File: src/rtl/mod_counter.sv
// rtl/mod_counter.sv - runtime-programmable modulo-N up/down counter with wrap reporting
module mod_counter #(
  parameter int WIDTH  = 3,
  parameter int WRAP_W = 4
) (
  input  logic              clk,
  input  logic              reset_n,
  input  logic              en,
  input  logic              up,
  input  logic              clear,
  input  logic              load,
  input  logic [WIDTH-1:0]  load_val,
  input  logic [WIDTH-1:0]  mod_val,
  output logic [WIDTH-1:0]  count,
  output logic              tc,
  output logic              wrap_toggle,
  output logic [WRAP_W-1:0] wrap_cnt
);

  // One extra bit so that mod_val = 0 means 2^WIDTH and L = 2^WIDTH-1 fits.
  logic [WIDTH:0]   modulus;
  logic [WIDTH:0]   limit_ext;
  logic [WIDTH-1:0] limit;
  logic             step_wrap;
  logic [WIDTH-1:0] step_next;
  logic [WIDTH-1:0] load_next;

  // Effective limit, next stepped value and wrap detection for the current direction.
  always_comb begin
    modulus   = (mod_val == '0) ? {1'b1, {WIDTH{1'b0}}} : {1'b0, mod_val};
    limit_ext = modulus - {{WIDTH{1'b0}}, 1'b1};
    limit     = limit_ext[WIDTH-1:0];
    step_wrap = 1'b0;
    step_next = count;
    if (up) begin
      // A count left above a freshly lowered limit also wraps to 0.
      if (count >= limit) begin
        step_next = '0;
        step_wrap = 1'b1;
      end else begin
        step_next = count + {{(WIDTH-1){1'b0}}, 1'b1};
      end
    end else begin
      if ((count == '0) || (count > limit)) begin
        step_next = limit;
        step_wrap = 1'b1;
      end else begin
        step_next = count - {{(WIDTH-1){1'b0}}, 1'b1};
      end
    end
    // Out-of-range load values fall back to 0 rather than an illegal count.
    load_next = (load_val <= limit) ? load_val : '0;
  end

  // Count register with clear > load > step > hold priority.
  always_ff @(posedge clk or negedge reset_n) begin
    if (!reset_n) begin
      count <= '0;
    end else if (clear) begin
      count <= '0;
    end else if (load) begin
      count <= load_next;
    end else if (en) begin
      count <= step_next;
    end
  end

  // Wrap reporting: tc pulses with the wrapped value, toggle and counter record each wrap.
  always_ff @(posedge clk or negedge reset_n) begin
    if (!reset_n) begin
      tc          <= 1'b0;
      wrap_toggle <= 1'b0;
      wrap_cnt    <= '0;
    end else if (!clear && !load && en && step_wrap) begin
      tc          <= 1'b1;
      wrap_toggle <= ~wrap_toggle;
      wrap_cnt    <= wrap_cnt + {{(WRAP_W-1){1'b0}}, 1'b1};
    end else begin
      tc          <= 1'b0;
    end
  end

endmodule

File: config.mk
export PLATFORM = sky130hd
export DESIGN_NAME = mod_counter
export DESIGN_NICKNAME = d
export VERILOG_FILES = /design/src/rtl/mod_counter.sv
export SDC_FILE = /design/constraint.sdc
export NUM_CORES = 1
export LEC_CHECK = 0
export ABC_AREA = 1
export ABC_CLOCK_PERIOD_IN_PS = 4400
export CAP_MARGIN = 40
export CORE_MARGIN = 2
export CORE_UTILIZATION = 35
export DETAILED_ROUTE_END_ITERATION = 6
export GPL_ROUTABILITY_DRIVEN = 0
export HOLD_SLACK_MARGIN = 0.05
export SLEW_MARGIN = 0
export SYNTH_ARGS = -nofsm -noshare
export SYNTH_HDL_FRONTEND = slang
export SYNTH_SLANG_ARGS = --single-unit
File: constraint.sdc
create_clock -name clk -period 4.4 [get_ports clk]
set_input_delay 0.88 -clock clk [delete_from_list [all_inputs] [get_ports clk]]
set_output_delay 0.88 -clock clk [all_outputs]
set_load 0.02 [all_outputs]
==> flow_summary.json, run 1 <==
{
  "wl_um": 1670,
  "layoutNonFillerInstCount": 171,
  "setup_viol": 0,
  "cts-root-buf": "clkbuf_4",
  "tightest_slew_ns": 0.491,
  "synth_compound_area_share_pct": 5.29,
  "synth_fp_nets": 142,
  "cp.arrival_ns": 2.83,
  "cp_slowest_cell": "clkdlybuf4s50_1",
  "cts_buffers": 3,
  "worstReg2RegStart": "count[0]",
  "p_leak_uw": 0.000595,
  "vias": 784,
  "io_buffer_count": 20,
  "peakVddDrop_mv": 0.266,
  "clockBufferDepth": 2,
  "die-height_um": 53.3,
  "dp_hpwl_um": 1370,
  "die-area_um2": 2850,
  "postPlaceCellArea_um2": 1080,
  "relSlewSlack_pct": 67.2,
  "synthToLayoutAreaGrowth_pct": 29.8,
  "cp-start-kind": "input pin",
  "dp_cells": 167,
  "drt_iter0_drc": 20,
  "power_density_nw_per_um2": 365,
  "rsz0062_at_grt": "false",
  "crit_chain": "clkdlybuf4s50_1, inv_1, ha_1, a21oi_1, inv_1, ha_1, nand3_2, nand2_1, nor2_2, inv_2, nand2_4, inv_6, nand2_4, nand2_1, nand2_1",
  "ys_seq_elements": 9,
  "synth_fa_ha_area_share_pct": 14.7,
  "finish.utilization_pct": 49.1,
  "worstSetupPathType": "in2reg",
  "ios": 21,
  "fin_total_pwr_uw": 404,
  "start_util_pct": 37.8,
  "die_w_um": 53.3,
  "timing.final.crit_share_pct": 59.9,
  "cts_resized": 0,
  "yosys.area_share.simple_pct": 40.5,
  "slew_violations": 0,
  "final_layout_size_suffix_gt1_share_pct": 15.4,
  "grt_pass1_vias": 710,
  "drtAntennaViolNets": 0,
  "fin_skew_ns": 0.00272,
  "h-tree-depth": 1,
  "fmax_ghz": 0.380,
  "ys_seq_area_share_pct": 26.4,
  "n_antenna_cell": 0,
  "reg2reg_slack_ns": 2.80,
  "first_pass_iters": 4,
  "cts_tree": "yes",
  "grt_pass1_wl_um": 3020,
  "critPathMaxStageDelay_ns": 0.45,
  "syn-instance-count": 120,
  "finalCriticalPeriod_ns": 2.63,
  "status": "finished, final reports clean",
  "wire_per_inst_um": 9.74,
  "cts.sinks": 9,
  "synth_mux_area_share_pct": 0,
  "postCtsSetupBuffers": 0,
  "path_common_cell": "nand2_1",
  "multi_input_area_um2": 551,
  "synth_top_family_by_area": "simple AND/OR/NAND/NOR gates",
  "worstPathRequired_ns": 4.59,
  "grtUsageTotal_pct": 14.5,
  "syn_area_um2": 852,
  "overflow": 0,
  "design_area_um2": 1110,
  "maxCapViolCount": 0,
  "cts.clk_slew.worst_paths_ns": 0.06,
  "ctsHoldBuffers": 0,
  "finalNetCount": 166,
  "crit_fanout": 6,
  "seq_area_um2": 225,
  "via_per_inst": 4.58,
  "worstHoldPathType": "reg2reg",
  "finalHoldViolCount": 0,
  "insertion_delay_ns": 0.26,
  "core_area_um2": 2250,
  "min_from": "wrap_toggle",
  "fillers": 227,
  "syn_area_per_cell_um2": 7.10,
  "drcViolationCount": 0,
  "antenna_found_initial": 0,
  "ys_warn_count": 0,
  "synth_cell_types": 19,
  "end_kind": "register",
  "grt_max_degree": 10,
  "synth_xor_area_share_pct": 4.11,
  "tns_ns": 0,
  "rows": 17,
  "worstSetupStartpoint": "mod_val[0]"
}
## placed cells by master, fill, tap and decap left out, types with 2 or more instances in the layout
cell	instances
nand3b_1	2
inv_1	12
nand2_4	3
nand2_2	5
nand2_1	39
ha_1	10
clkdlybuf4s50_1	20
clkbuf_4	3
nor2_1	4
inv_2	4
or2_2	2
nand3_1	11
a21oi_1	7
nand3_2	3
xnor2_1	2
dfrtp_1	9
xor2_1	2
o21ai_0	2
## cells in the mapped netlist
library cell | n | share of area (%)
buf_4 | 1 | 0.88
nand2_2 | 5 | 3.7
inv_1 | 12 | 5.3
ha_1 | 10 | 15
inv_6 | 1 | 1.0
nand2_4 | 3 | 4.0
dfrtp_1 | 9 | 26
a21oi_1 | 7 | 4.1
xnor2_1 | 2 | 2.1
nor2_1 | 4 | 1.8
nand3_1 | 11 | 6.5
nand3_2 | 3 | 3.5
xor2_1 | 2 | 2.1
nand3b_1 | 2 | 1.8
or2_2 | 2 | 1.5
inv_2 | 4 | 1.8
nand2_1 | 39 | 17
o21ai_0 | 2 | 1.2
nor2_2 | 1 | 0.73
## power breakdown
part	total, µW	leakage, µW	internal (µW)	switching [µW]
Clock	63.0	0.0000150	34.9	28.1
Sequential	130	0.000117	105	25.0
Combinational	210	0.000463	96.7	114
## through the flow
| stage | setup WS [ns] | hold WS (ns) |
|---|---|---|
| finish | 1.77 | 0.496 |
| global route | 1.59 | 0.567 |
| CTS | 1.76 | 0.499 |
| detailed placement | 1.50 | 0.480 |
| global placement | 1.54 | 0.480 |
| floorplan | 2.10 | 0.584 |
## sequential cells by signal, indices dropped and copies added (netlist names)
name and cells:
wrap_toggle 1, wrap_cnt 4, count 3, tc 1
## path summary, 6_finish.rpt
path	end	depth (start not counted)
worst min register to register	wrap_toggle	2
worst max-delay path	wrap_cnt[2]	15
worst max register to register	wrap_cnt[2]	11
worst min-delay path	wrap_toggle	2
max in group asynchronous	wrap_cnt[2]	1
min in group asynchronous	wrap_cnt[3]	1
## worst max-delay path: cells and delay by family
family	cells	cell delay, ns
fa+ha+maj	2	0.48
compound gates	1	0.19
simple gates	7	0.57
buf+inv	5	0.71
## routing by layer
layer | vias up | global-route usage, % | share of wire (%)
met5 | - | 0 | 0
met4 | 0 | 3.85 | 0.48
met3 | 2 | 4.24 | 3.7
met2 | 12 | 22.2 | 43
li1 | 426 | - | -
met1 | 344 | 19.6 | 53
## cell families (layout without fill, tap and decap cells)
| logic type | Yosys count | in the layout |
|---|---|---|
| buffers and inverters | 18 | 41 |
| AO/OA/AOI/OAI | 9 | 9 |
| XOR/XNOR | 4 | 4 |
| adder cells (fa/ha/maj) | 10 | 10 |
| flip-flops | 9 | 9 |
| AND/OR/NAND/NOR | 70 | 70 |
## final cells by class
type                    instances  area share [%]
inverters                      17            6.22
flip-flops and latches          9            20.4
multi-input cells              93            49.8
well taps                      28            3.17
repair buffers                 20            18.1
clock buffers                   4            2.38
(Power assumes the default switching activity.)
==> run 2, diff against run 1 <==
- ABC_CLOCK_PERIOD_IN_PS: 4400 -> 2700
- clock period: 4.4 -> 2.7 ns (I/O delays scaled with it)
==> flow_summary.json, run 2 (synthesized netlist as in run 1, its figures left out) <==
{
  "maxCapViolCount": 0,
  "p_seq_share_pct": 32.0,
  "finalNetCount": 166,
  "final_cell_mix": "nand2_1, clkdlybuf4s50_1, inv_1",
  "wl_um": 1740,
  "end_kind": "register",
  "power_density_nw_per_um2": 598,
  "cts-root-buf": "clkbuf_4",
  "via_per_inst": 4.56,
  "reg_top3": "wrap_cnt (4), count (3)",
  "hold_path_depth": 2,
  "top_register": "wrap_cnt",
  "postPlaceCellArea_um2": 1080,
  "finalCriticalPeriod_ns": 2.32,
  "drtAntennaViolNets": 0,
  "rsz0062_at_grt": "false",
  "final_common_cell": "nand2_1",
  "reg2regPathDepth": 11,
  "grt_pass1_vias": 735,
  "internal_power_uw": 384,
  "drcViolationCount": 0,
  "sw_frac_of_total_pct": 42.0,
  "highest_layer": "met3",
  "worstSetupPathType": "in2reg",
  "setup_viol": 0,
  "power_frac_comb_pct": 52.3,
  "cp.arrival_ns": 2.52,
  "vias": 779,
  "first_pass_iters": 4,
  "worstPathRequired_ns": 2.89,
  "p_switching_uw": 278,
  "finalHoldViolCount": 0,
  "overflow": 0,
  "status": "finished, final reports clean",
  "cts.clk_slew.worst_paths_ns": 0.07,
  "die-area_um2": 2850,
  "cts_resized": 0,
  "final_layout_size_suffix_gt1_share_pct": 16.1,
  "cp-start-kind": "input pin",
  "p_leak_uw": 0.000597,
  "met2_length_um": 799,
  "finish.utilization_pct": 49.1,
  "postCtsSetupBuffers": 0,
  "worstHoldPathType": "reg2reg",
  "h-tree-depth": 1,
  "relSlewSlack_pct": 65.4,
  "io_buffer_count": 20,
  "tightest_slew_ns": 0.517,
  "wl_met3_um": 66,
  "die_w_um": 53.3,
  "wire_per_inst_um": 10.1,
  "cts_buffers": 3,
  "timing.final.crit_share_pct": 86.1,
  "slew_violations": 0,
  "fmax_ghz": 0.430,
  "ios": 21,
  "grtUsageTotal_pct": 14.8,
  "cts.sinks": 9,
  "core_area_um2": 2250,
  "crit_fanout": 6,
  "dp_hpwl_um": 1470,
  "largest_reg_flops": 4,
  "drt_iter0_drc": 14,
  "insertion_delay_ns": 0.27,
  "clockBufferDepth": 2,
  "cts_tree": "yes",
  "start_util_pct": 37.8,
  "grt_pass1_wl_um": 3080,
  "rows": 17,
  "fin_skew_ns": 0.0126,
  "die-height_um": 53.3,
  "synthToLayoutAreaGrowth_pct": 30.0,
  "tns_ns": 0,
  "design_area_um2": 1110,
  "n_antenna_cell": 0,
  "grt_max_degree": 10,
  "peakVddDrop_mv": 0.511,
  "antenna_found_initial": 0,
  "ctsHoldBuffers": 0,
  "clockPowerShare_pct": 15.7,
  "drt-met1-wl_um": 869
}
-- run 2: worst max-delay path: stages --
cell and delay (ns):
clkdlybuf4s50_1 0.45, inv_1 0.06, ha_1 0.19, a21oi_1 0.19, inv_1 0.10, ha_1 0.29, nand3_2 0.09, nand2_1 0.06
nor2_2 0.17, inv_2 0.06, nand2_4 0.08, inv_6 0.05, nand2_4 0.08, nand2_1 0.05, nand2_1 0.05
-- run 2: power by group through the flow --
stage / logic [µW] / clock network, µW / registers (µW)
floorplan: 179 / 0 / 252
global placement: 341 / 0 / 213
detailed placement: 347 / 0 / 215
CTS: 349 / 108 / 213
global route: 385 / 115 / 222
finish: 347 / 104 / 212
-- run 2: final timing paths --
| kind | from | to | slack, ns |
|---|---|---|---|
| setup / recovery | mod_val[0] | wrap_cnt[2] | 0.38 |
| hold / removal | wrap_toggle | wrap_toggle | 0.50 |
| setup reg to reg | count[0] | wrap_cnt[2] | 1.09 |
| hold reg to reg | wrap_toggle | wrap_toggle | 0.50 |
| max in group asynchronous | reset_n | wrap_cnt[2] | 1.84 |
| min in group asynchronous | reset_n | count[0] | 0.57 |
-- run 2: through the flow --
stage / total power [µW] / std cells / hold WS [ns] / setup WS [ns]
after floorplan: 431 / 120 / 0.244 / 0.735
after global placement: 555 / 167 / 0.478 / 0.154
after detailed placement: 562 / 167 / 0.480 / 0.109
after CTS: 670 / 171 / 0.503 / 0.377
after global routing: 722 / 171 / 0.539 / 0.190
final: 662 / 171 / 0.499 / 0.376
-- run 2: cell type report --
class	instances	area, µm²
Clock buffer	3	22.5
Clock inverter	1	5.00
Fill cell	251	1150
Inverter	17	68.8
Multi-Input combinational cell	93	551
Sequential cell	9	225
Tap cell	28	35.0
Timing Repair Buffer	20	200
-- run 2: per-layer routing --
layer  track usage, %  vias to the layer above
met1             19.4                      345
met3             4.52                        0
met4             2.56                        0
li1                 -                      422
met5                0                        -
met2             23.9                       12
